File: config.mk
export PLATFORM = sky130hd
export DESIGN_NAME = cnn_res_writer_flat
export DESIGN_NICKNAME = d
export VERILOG_FILES = /design/src/rtl/cnn_res_pkg.sv /design/src/rtl/cnn_res_writer_if.sv /design/src/rtl/cnn_res_fifo.sv /design/src/rtl/cnn_res_writer.sv /design/src/flat_wrapper.sv
export SDC_FILE = /design/constraint.sdc
export NUM_CORES = 2
export LEC_CHECK = 0
export BUFFER_PORTS_ARGS = -buffer_cell sky130_fd_sc_hd__buf_2
export CORE_MARGIN = 10
export CORE_UTILIZATION = 40
export CTS_BUF_LIST = sky130_fd_sc_hd__clkbuf_8
export CTS_CLUSTER_DIAMETER = 150
export DETAILED_ROUTE_END_ITERATION = 7
export SLEW_MARGIN = 20
export SYNTH_ARGS = -nofsm -noshare
export SYNTH_HDL_FRONTEND = slang
export SYNTH_SLANG_ARGS = --single-unit
export TNS_END_PERCENT = 30
File: constraint.sdc
create_clock -name clk -period 4.25 [get_ports clk]
set_input_delay 0.85 -clock clk [delete_from_list [all_inputs] [get_ports clk]]
set_output_delay 0.85 -clock clk [all_outputs]
set_load 0.01 [all_outputs]
File: src/rtl/cnn_res_pkg.sv
// Shared constants for the CNN result write-back engine: drain modes, arbiter
// state encoding and the lacc transfer size used for every result word.
package cnn_res_pkg;

  localparam logic RES_RR  = 1'b0;
  localparam logic RES_SEQ = 1'b1;

  localparam logic [1:0] RES_SIZE_WORD = 2'b10;

  typedef enum logic {
    RES_IDLE = 1'b0,
    RES_REQ  = 1'b1
  } res_state_e;

endpackage

File: src/rtl/cnn_res_writer_if.sv
// Result input bus plus the lacc data-request write port of the result writer.
// Handshake rule for both channels: a transfer happens on a rising clk edge where
// valid and ready are both high; the producer holds valid and payload stable until then.
interface cnn_res_writer_if #(
    parameter int CH = 8,
    parameter int DW = 32,
    parameter int AW = 32
);
    logic [CH-1:0]         in_valid;
    logic [CH*DW-1:0]      in_data;
    logic                  in_ready;
    logic                  mem_valid;
    logic                  mem_ready;
    logic [AW-1:0]         mem_addr;
    logic [DW-1:0]         mem_wdata;
    logic [$clog2(CH)-1:0] mem_ch;
    logic [1:0]            mem_size;

    modport master (
        output in_valid, in_data, mem_ready,
        input  in_ready, mem_valid, mem_addr, mem_wdata, mem_ch, mem_size
    );

    modport slave (
        input  in_valid, in_data, mem_ready,
        output in_ready, mem_valid, mem_addr, mem_wdata, mem_ch, mem_size
    );
endinterface

File: src/rtl/cnn_res_fifo.sv
// Single-channel result FIFO; head/tail pointers carry an extra wrap bit so that
// full and empty are told apart without an occupancy counter.
module cnn_res_fifo #(
    parameter int DW    = 32,
    parameter int DEPTH = 4
) (
    input  logic          clk,
    input  logic          rst,
    input  logic          clear,
    input  logic          push,
    input  logic          pop,
    input  logic [DW-1:0] wdata,
    output logic [DW-1:0] rdata,
    output logic          full,
    output logic          empty
);
    localparam int PW = $clog2(DEPTH);

    logic [PW:0]   wr_q;
    logic [PW:0]   rd_q;
    logic [DW-1:0] mem [DEPTH];

    assign full  = (wr_q[PW] != rd_q[PW]) && (wr_q[PW-1:0] == rd_q[PW-1:0]);
    assign empty = (wr_q == rd_q);
    assign rdata = mem[rd_q[PW-1:0]];

    always_ff @(posedge clk or negedge rst) begin
        if (!rst) begin
            wr_q <= '0;
            rd_q <= '0;
        end else if (clear) begin
            wr_q <= '0;
            rd_q <= '0;
        end else begin
            if (push && !full) wr_q <= wr_q + 1'b1;
            if (pop && !empty) rd_q <= rd_q + 1'b1;
        end
    end

    // Storage needs no reset: the head is only observed while a request is open.
    always_ff @(posedge clk) begin
        if (push && !full && !clear) mem[wr_q[PW-1:0]] <= wdata;
    end
endmodule

File: src/rtl/cnn_res_writer.sv
// Result write-back engine: per-channel FIFOs drained one word at a time to the
// lacc write port, each channel with its own base address and stride.
module cnn_res_writer
    import cnn_res_pkg::*;
#(
    parameter int CH    = 8,
    parameter int DEPTH = 4,
    parameter int DW    = 32,
    parameter int AW    = 32,
    parameter int SW    = 16
) (
    input  logic                  clk,
    input  logic                  rst,
    input  logic                  flush,
    input  logic                  cfg_valid,
    input  logic [$clog2(CH)-1:0] cfg_ch,
    input  logic [AW-1:0]         cfg_base,
    input  logic [SW-1:0]         cfg_stride,
    input  logic                  cfg_mode,
    input  logic                  start,
    cnn_res_writer_if.slave       bus,
    output logic                  empty,
    output logic [CH-1:0]         full,
    output res_state_e            dbg_state
);
    localparam int CW = $clog2(CH);

    res_state_e    state_q, state_d;
    logic [CW-1:0] ptr_q, ptr_d;
    logic [CW-1:0] grant_q, grant_d;
    logic          mode_q;
    logic          start_pend_q, start_pend_d;
    logic          hs;
    logic          found;
    logic [CW:0]   sum;
    logic [CW-1:0] idx;

    logic [CH-1:0] fifo_empty;
    logic [CH-1:0] push;
    logic [CH-1:0] pop;
    logic [DW-1:0] head   [CH];
    logic [AW-1:0] addr_q [CH];
    logic [SW-1:0] stride_q [CH];

    assign bus.in_ready = ~|full;
    assign hs           = (state_q == RES_REQ) && bus.mem_ready;

    for (genvar i = 0; i < CH; i++) begin : g_fifo
        assign push[i] = bus.in_ready && bus.in_valid[i] && !flush;
        assign pop[i]  = hs && (grant_q == CW'(i));

        cnn_res_fifo #(.DW(DW), .DEPTH(DEPTH)) u_fifo (
            .clk   (clk),
            .rst   (rst),
            .clear (flush),
            .push  (push[i]),
            .pop   (pop[i]),
            .wdata (bus.in_data[i*DW +: DW]),
            .rdata (head[i]),
            .full  (full[i]),
            .empty (fifo_empty[i])
        );
    end

    always_ff @(posedge clk or negedge rst) begin
        if (!rst) begin
            state_q      <= RES_IDLE;
            ptr_q        <= '0;
            grant_q      <= '0;
            mode_q       <= RES_RR;
            start_pend_q <= 1'b0;
        end else begin
            state_q      <= state_d;
            ptr_q        <= ptr_d;
            grant_q      <= grant_d;
            start_pend_q <= start_pend_d;
            if (start) mode_q <= cfg_mode;
        end
    end

    always_comb begin
        state_d      = state_q;
        ptr_d        = ptr_q;
        grant_d      = grant_q;
        start_pend_d = start_pend_q;
        found        = 1'b0;
        sum          = '0;
        idx          = '0;
        case (state_q)
            RES_IDLE: begin
                if (start) begin
                    ptr_d = '0;
                end else if (mode_q == RES_SEQ) begin
                    // Strict order never skips an empty channel; it waits for it.
                    if (!fifo_empty[ptr_q]) begin
                        grant_d = ptr_q;
                        state_d = RES_REQ;
                    end
                end else begin
                    for (int k = 0; k < CH; k++) begin
                        sum = {1'b0, ptr_q} + (CW+1)'(k);
                        if (sum >= (CW+1)'(CH)) sum = sum - (CW+1)'(CH);
                        idx = sum[CW-1:0];
                        if (!found && !fifo_empty[idx]) begin
                            found   = 1'b1;
                            grant_d = idx;
                            state_d = RES_REQ;
                        end
                    end
                end
            end
            RES_REQ: begin
                // A start seen mid-request is remembered and applied after the write.
                if (start) start_pend_d = 1'b1;
                if (hs) begin
                    state_d      = RES_IDLE;
                    start_pend_d = 1'b0;
                    if (start || start_pend_q) ptr_d = '0;
                    else if (grant_q == CW'(CH-1)) ptr_d = '0;
                    else ptr_d = grant_q + 1'b1;
                end
            end
            default: state_d = RES_IDLE;
        endcase
        if (flush) begin
            state_d      = RES_IDLE;
            ptr_d        = '0;
            start_pend_d = 1'b0;
        end
    end

    always_ff @(posedge clk or negedge rst) begin
        if (!rst) begin
            for (int i = 0; i < CH; i++) begin
                addr_q[i]   <= '0;
                stride_q[i] <= '0;
            end
        end else begin
            for (int i = 0; i < CH; i++) begin
                if (cfg_valid && (cfg_ch == CW'(i))) begin
                    addr_q[i]   <= cfg_base;
                    stride_q[i] <= cfg_stride;
                end else if (pop[i]) begin
                    addr_q[i] <= addr_q[i] + {{(AW-SW){1'b0}}, stride_q[i]};
                end
            end
        end
    end

    assign bus.mem_valid = (state_q == RES_REQ);
    assign bus.mem_ch    = bus.mem_valid ? grant_q : '0;
    assign bus.mem_addr  = bus.mem_valid ? addr_q[grant_q] : '0;
    assign bus.mem_wdata = bus.mem_valid ? head[grant_q] : '0;
    assign bus.mem_size  = RES_SIZE_WORD;
    assign empty         = (&fifo_empty) && (state_q == RES_IDLE);
    assign dbg_state     = state_q;
endmodule

File: src/flat_wrapper.sv
// flat-port wrapper written by rule: the top's interface ports become plain ports
module cnn_res_writer_flat import cnn_res_pkg::*;
#(
    parameter int CH    = 8,
    parameter int DEPTH = 4,
    parameter int DW    = 32,
    parameter int AW    = 32,
    parameter int SW    = 16
)
  (clk, rst, flush, cfg_valid, cfg_ch, cfg_base, cfg_stride, cfg_mode, start, empty, full, dbg_state, bus_in_valid, bus_in_data, bus_mem_ready, bus_in_ready, bus_mem_valid, bus_mem_addr, bus_mem_wdata, bus_mem_ch, bus_mem_size);
  cnn_res_writer_if #(.CH(CH), .DW(DW), .AW(AW)) bus_i ();
  input  logic clk;
  input  logic rst;
  input  logic flush;
  input  logic cfg_valid;
  input  logic [$clog2(CH)-1:0] cfg_ch;
  input  logic [AW-1:0] cfg_base;
  input  logic [SW-1:0] cfg_stride;
  input  logic cfg_mode;
  input  logic start;
  output logic empty;
  output logic [CH-1:0] full;
  output res_state_e dbg_state;
  input wire logic [$bits(bus_i.in_valid)-1:0] bus_in_valid;
  input wire logic [$bits(bus_i.in_data)-1:0] bus_in_data;
  input wire logic [$bits(bus_i.mem_ready)-1:0] bus_mem_ready;
  output wire logic [$bits(bus_i.in_ready)-1:0] bus_in_ready;
  output wire logic [$bits(bus_i.mem_valid)-1:0] bus_mem_valid;
  output wire logic [$bits(bus_i.mem_addr)-1:0] bus_mem_addr;
  output wire logic [$bits(bus_i.mem_wdata)-1:0] bus_mem_wdata;
  output wire logic [$bits(bus_i.mem_ch)-1:0] bus_mem_ch;
  output wire logic [$bits(bus_i.mem_size)-1:0] bus_mem_size;
  assign bus_i.in_valid = bus_in_valid;
  assign bus_i.in_data = bus_in_data;
  assign bus_i.mem_ready = bus_mem_ready;
  assign bus_in_ready = bus_i.in_ready;
  assign bus_mem_valid = bus_i.mem_valid;
  assign bus_mem_addr = bus_i.mem_addr;
  assign bus_mem_wdata = bus_i.mem_wdata;
  assign bus_mem_ch = bus_i.mem_ch;
  assign bus_mem_size = bus_i.mem_size;
  cnn_res_writer #(.CH(CH), .DEPTH(DEPTH), .DW(DW), .AW(AW), .SW(SW)) u_core (.clk(clk), .rst(rst), .flush(flush), .cfg_valid(cfg_valid), .cfg_ch(cfg_ch), .cfg_base(cfg_base), .cfg_stride(cfg_stride), .cfg_mode(cfg_mode), .start(start), .bus(bus_i), .empty(empty), .full(full), .dbg_state(dbg_state));
endmodule
# After elaboration in Yosys (flattened, before gate mapping)
# Memory sizes are Yosys's and may differ from the RTL's.
# Index checks and enable logic that the tools add are counted.
# op_classes
n_reduce_logical	139
n_mux	184
n_lt_le_gt_ge	18
addsub	40
bitwise	3
eq_ne	42
# op_table
operator	count
$mux 32	22
$add 32x16->32	8
$mux 3	80
$bmux 32 s3	2
$logic_and 1x1->1	73
$mux 1	69
$add 3x1->3 const B	17
$reduce_bool 2->1	25
$lt 3x4->1 const B	9
$ge 4x4->1 const B	8
$logic_not 1->1	32
$bmux 1 s3	9
$eq 3x3->1	8
$eq 3x3->1 const B	8
$sub 3x1->3 const B	8
$add 3x3->4 const B	4
$eq 2x2->1	8
$eq 3x2->1 const B	4
$ne 9x8->1 const B	1
$add 3x2->4 const B	2
$ne 1x1->1	8
$reduce_and 8->1	1
$reduce_or 8->1	1
$eq 3x1->1 const B	2
other kinds (13)	17
# totals
regBits	441
in_bits	322
output_inout_bits	81
ram_bits	1024
mem_count	8
elab_cells	471
# mem_list
memory	words	word_bits	read_ports	rd_clocked_by_memory_dff	wr	line_no	source
u_core.g_fifo[0].u_fifo.mem	4	32	1	0	1	cnn_res_fifo.sv:21	logic [DW-1:0] mem [DEPTH];
u_core.g_fifo[1].u_fifo.mem	4	32	1	0	1	cnn_res_fifo.sv:21	
u_core.g_fifo[2].u_fifo.mem	4	32	1	0	1	cnn_res_fifo.sv:21	
u_core.g_fifo[3].u_fifo.mem	4	32	1	0	1	cnn_res_fifo.sv:21	
u_core.g_fifo[4].u_fifo.mem	4	32	1	0	1	cnn_res_fifo.sv:21	
u_core.g_fifo[5].u_fifo.mem	4	32	1	0	1	cnn_res_fifo.sv:21	
+2 memories	n/a	n/a	n/a	n/a	n/a	n/a	

# Logic depth before layout (Yosys ltp)
# depth
depth_word	54
mapped_depth	16
mapped_depth_nobuf	13

# Hierarchy
# From an unflattened synthesis, not the netlist that was laid out.
# hier_totals
hier_cells	5160
area_unflattened_um2	70094.7
# by_module_without_submodules
module	cells_each	area_each_um2	n_inst	seq_area_each_um2
cnn_res_writer	3313	28661.2	1	9834.4
cnn_res_fifo at u_core.g_fifo[1].u_fifo ...	231	5185.0	5	3993.8
cnn_res_fifo at u_core.g_fifo[4].u_fifo ...	231	5180.0	2	3993.8
cnn_res_fifo at u_core.g_fifo[0].u_fifo	230	5148.7	1	3993.8

# Worst setup path before layout
# OpenSTA, ideal clock, no wires.
# synth_timing
path_kind	register to register
from	register u_core.grant_q[0]
to	register u_core.addr_q[127] (netlist bit)
path_buffers	3
setup_ps	132
setup_slack_ps	636
t_required_ps	4118
t_arrival_ps	3482
path_stages_with_launch	16
synth_period_minus_slack_ps	3614
cell_sequence	dfrtp_1 -> clkbuf_1 -> inv_1 -> clkbuf_1 -> buf_1 -> ha_1 -> and4_1 -> and4_1 -> nand4_1 -> nor2_1 -> and4_1 -> and4_1 -> nand2_1 -> nor3b_1 -> xnor2_1 -> o21ai_1
# synth_between
elab_chain_len	3
# synth_lines
item	line_no	source
start, declared	cnn_res_writer.sv:30	logic [CW-1:0] grant_q, grant_d;
start signal, assigned	cnn_res_writer.sv:75	grant_q <= grant_d;
$eq 3x3->1	cnn_res_writer.sv:50	assign pop[i] = hs && (grant_q == CW'(i));
$logic_and 1x1->1	cnn_res_writer.sv:50	
$reduce_bool 2->1 (no source line)	n/a	
end signal, assigned by index	cnn_res_writer.sv:141	addr_q[i] <= cfg_base;
end signal, assigned by index	cnn_res_writer.sv:144	addr_q[i] <= addr_q[i] + {{(AW-SW){1'b0}}, stride_q[i]};
end, declared	cnn_res_writer.sv:42	logic [AW-1:0] addr_q [CH];
# No other way between the ends.
# A chain may end at the register's enable or synchronous reset.

# Final worst setup path
# layout_timing
from	register u_core.g_fifo[1].u_fifo.rd_q[0]
to	output port bus_mem_wdata[4]
# layout_between
elab_chain_len	5
# layout_lines
item	line_no	source
start, declared	cnn_res_fifo.sv:20	logic [PW:0] rd_q;
start signal, assigned	cnn_res_fifo.sv:36	if (pop && !empty) rd_q <= rd_q + 1'b1;
$mem_v2 4x32	n/a	
$bmux 32 s3	cnn_res_writer.sv:153	assign bus.mem_wdata = bus.mem_valid ? head[grant_q] : '0;
$mux 32 (not written as such) (2 in a row)	cnn_res_writer.sv:153	
$mux 32	cnn_res_writer.sv:153	
end, declared	flat_wrapper.sv:30	output wire logic [$bits(bus_i.mem_wdata)-1:0] bus_mem_wdata;
# No other way between the ends. The select of a mux whose other input is x is not followed.

==> results.md <==
* Synth Register Bits at 1465
* Worst Setup Path Type: reg -> out
* Most used cell, CP: mux4_2
* Mapped Cells at 5040
* Core Footprint at 171000 um2
* Die Wd at 435 um
* Worst Skew at 0.0856 ns
* Crit path max fanout at 21
* Leakage at 30.5 nW
* CP cell instances: buf_12 > mux4_2 > mux4_2 > nand2_1 > a21boi_0 > buf_2
* Root Buffer Master: clkbuf_8
* Num CTS Buffers at 241
* Hold path startpoint: bus_in_data[224]
* Crit path depth at 6
* FF-to-FF path depth at 13
* Vert. Die Dim at 435 um
* Initial DRC count at 4064
* CP Data Required Time at 3.40 ns
* Setup crit start kind: register
* TritonCTS clock tree: built
* Max Cap Viol at 0
* Status: complete, no violations
* Syn_nets at 5546
* Hold Path Depth at 1
* DP Wirelength at 149000 um
* Share of layout cells above drive strength 1 at 23.9%
* Routed wire length at 213000 um
* Htree depth at 4
* Syn avg cell area at 13.7 um2
* Via Count at 44.8k
* Grt ovf at 0
* Via density at 5.42
* Global placement routability congestion at 0.877
* R2r setup slk at 0.57 ns
* Worst-Margin Slew at 1.01 ns
* Fillers at 15.0k
* Yosys cell types at 85
* Clock slew seen by the registers of the worst setup and hold paths at 0.06 ns
* Initial antenna violation count at 80
* Full die area at 189000 um2
* Fin crit share at 97.4%
* Final Hold Fails at 0
* Post-synth EDFFs at 1024
* VDD IR max at 0.406 mV
* Rows at 152
* CP peak stage delay at 0.61 ns
* Post-Synthesis Cell Area at 68800 um2
* Crit path DAT at 3.29 ns
* Worst relative slew slack at 32.7%
* I/O Pins at 403
* Delay-heaviest family, CP: multiplexers
* Worst Hold End: u_core.g_fifo[7].u_fifo.mem[0][0]
* CP max stage cell: mux4_2
* Vias in the first global route at 45.6k
* Nets at 6238
* First-pass GRT wire length at 311000 um
* Seq/Total Area, Yosys at 60.7%
* Dominant synthesized flop cell: edfxtp_1
* Largest net degree at the start of global routing at 88
* Worst Path Buf+Inv at 2
* Clock buffer depth at 3
* Asr flop ratio synth at 30.1%
* DR pass1 iterations at 5
* RSZ-0062 raised after global routing: true
* Gr usage total at 22.0%
* Worst hold path class: in -> reg
* Max Fclk at 242 MHz
* Layout area overhead at 18.1%
* Critical Path Sink Type: primary output
* Antenna violation net count after detailed routing at 0
* Worst hold slack at 0.0837 ns
* Worst flop-to-flop path startpoint: u_core.addr_q[96]
* Reg2Reg Capture Point: u_core.addr_q[114]
* I/O Buffers at 400
* Max-slew violation count at 0
* Total power at 40.8 mW
* Clk sink count at 1465
* DR WL/cell at 25.7 um
* Final setup violation count at 0
* YS warnings at 0
* Initial cell density of the core at 40.2%
* Number of remaining DRC errors at 0
* Power Density at 502 nW/um2
* Clock latency at the later pin of the worst-skew pair at 1.02 ns
* Tmin final at 4.14 ns
==> kinds of logic after synthesis <==
logic type | after synthesis | synth area share, %
and+or+nand+nor | 1507 | 9.68
DFF | 1465 | 60.7
AOI/OAI and AO/OA | 775 | 6.77
muxes | 451 | 13.7
buffers and inverters | 410 | 2.53
xor gates and xnor gates | 246 | 3.13
adders and majority gates | 184 | 3.43
other | 2 | 0.0109
==> sequential cells by signal, summed over array words and instances (netlist names) <==
register / cells
u_core.addr_q: 256
u_core.bus.mem_valid: 1
u_core.g_fifo.u_fifo.mem: 1024
u_core.g_fifo.u_fifo.rd_q: 24
u_core.g_fifo.u_fifo.wr_q: 24
u_core.grant_q: 3
u_core.mode_q: 1
u_core.ptr_q: 3
u_core.start_pend_q: 1
u_core.stride_q: 128
==> Yosys cell counts, types with 52 or more instances <==
library cell / count / share of area [%]
nor2_1: 253 / 1.4
mux4_2: 392 / 13
ha_1: 176 / 3.2
nand2_1: 855 / 4.7
dfrtp_1: 441 / 16
and3_1: 59 / 0.54
clkbuf_1: 188 / 1.0
a21boi_0: 68 / 0.74
and2_1: 52 / 0.47
edfxtp_1: 1024 / 45
nor3_1: 69 / 0.50
o21ai_0: 227 / 1.7
nand3_1: 56 / 0.41
inv_1: 97 / 0.53
xnor2_1: 150 / 1.9
buf_1: 62 / 0.34
xor2_1: 96 / 1.2
o21ai_1: 71 / 0.52
a21oi_1: 210 / 1.5
==> final cells by class <==
type | count | area (um2) | area share (%)
Antenna cell | 28 | 70.1 | 0.0862
Timing Repair Buffer | 761 | 5970 | 7.35
Clock inverter | 177 | 1140 | 1.40
Clock buffer | 258 | 3550 | 4.37
Sequential cell | 1465 | 41800 | 51.5
Multi-Input combinational cell | 3165 | 25400 | 31.3
Inverter | 98 | 375 | 0.462
Tap cell | 2310 | 2890 | 3.56
==> worst max path at each step <==
stage,startpoint,end,slack (ns)
2_1_floorplan,u_core.grant_q[0],u_core.addr_q[127],0.64
3_3_place_gp,u_core.addr_q[224],u_core.addr_q[252],0.66
3_5_place_dp,u_core.addr_q[224],u_core.addr_q[252],0.63
4_1_cts,u_core.g_fifo[1].u_fifo.rd_q[0],bus_mem_wdata[27],-0.02
5_1_grt,u_core.g_fifo[1].u_fifo.rd_q[0],bus_mem_wdata[4],-0.04
6_report,u_core.g_fifo[1].u_fifo.rd_q[0],bus_mem_wdata[4],0.11
==> layer usage <==
metal  track usage, %  vias up  part of all wire, %
met5                0        -                 0.16
met4             7.92       54                  3.8
met3             5.05      433                  6.8
met2             38.0     1606                   51
met1             26.9    22600                   39
li1                 -    20100                    -
==> where the power goes <==
group | internal (mW) | switching [mW] | total (mW)
Sequential | 16.6 | 1.10 | 17.7
Clock | 6.08 | 5.94 | 12.0
Combinational | 4.74 | 6.27 | 11.0
==> through the flow <==
step / utilization [%] / setup TNS [ns] / instance area, um2 / worst slack (ns) / instances
2_1_floorplan: - / 0 / 68800 / 0.636 / 5040
3_3_place_gp: 43.4 / 0 / 74400 / 0.659 / 7601
3_5_place_dp: 43.4 / 0 / 74400 / 0.628 / 7601
4_1_cts: 47.3 / -0.0219 / 81100 / -0.0168 / 8222
5_1_grt: 47.4 / -0.0552 / 81200 / -0.0414 / 8256
6_report: 47.4 / 0 / 81200 / 0.109 / 8262
==> placed cells by master, fill, tap and decap left out, types with 71 or more instances in the layout <==
cell type and count:
a21oi_1 210, buf_2 399, buf_4 126, clkbuf_8 258, dfrtp_1 421, dlygate4sd3_1 166, edfxtp_1 1024, ha_1 176
inv_1 174, mux4_2 392, nand2_1 845, nor2_1 251, o21ai_0 227, o21ai_1 71, xnor2_1 150, xor2_1 96
==> worst reg2reg max path, stage by stage, from the launching register on <==
cell and delay, ns:
dfrtp_1 0.40, ha_1 0.23, inv_1 0.08, fa_1 0.21
nor2b_1 0.07, o21ai_1 0.35, a21boi_0 0.21, o21ai_1 0.36
a21oi_1 0.18, o21bai_1 0.46, nand3b_1 0.20, a21o_1 0.25
or4_1 0.40, and3b_1 0.18
==> repair_timing <==
item,4_1_cts,5_1_grt
hold endpoints to repair,659,0
gates resized for setup,55,6
hold buffers,166,0
setup buffers,18,12
setup endpoints to repair,53,17
gates cloned,2,0
pin swaps,0,1
No activity file was read; power rests on OpenSTA's default activity.
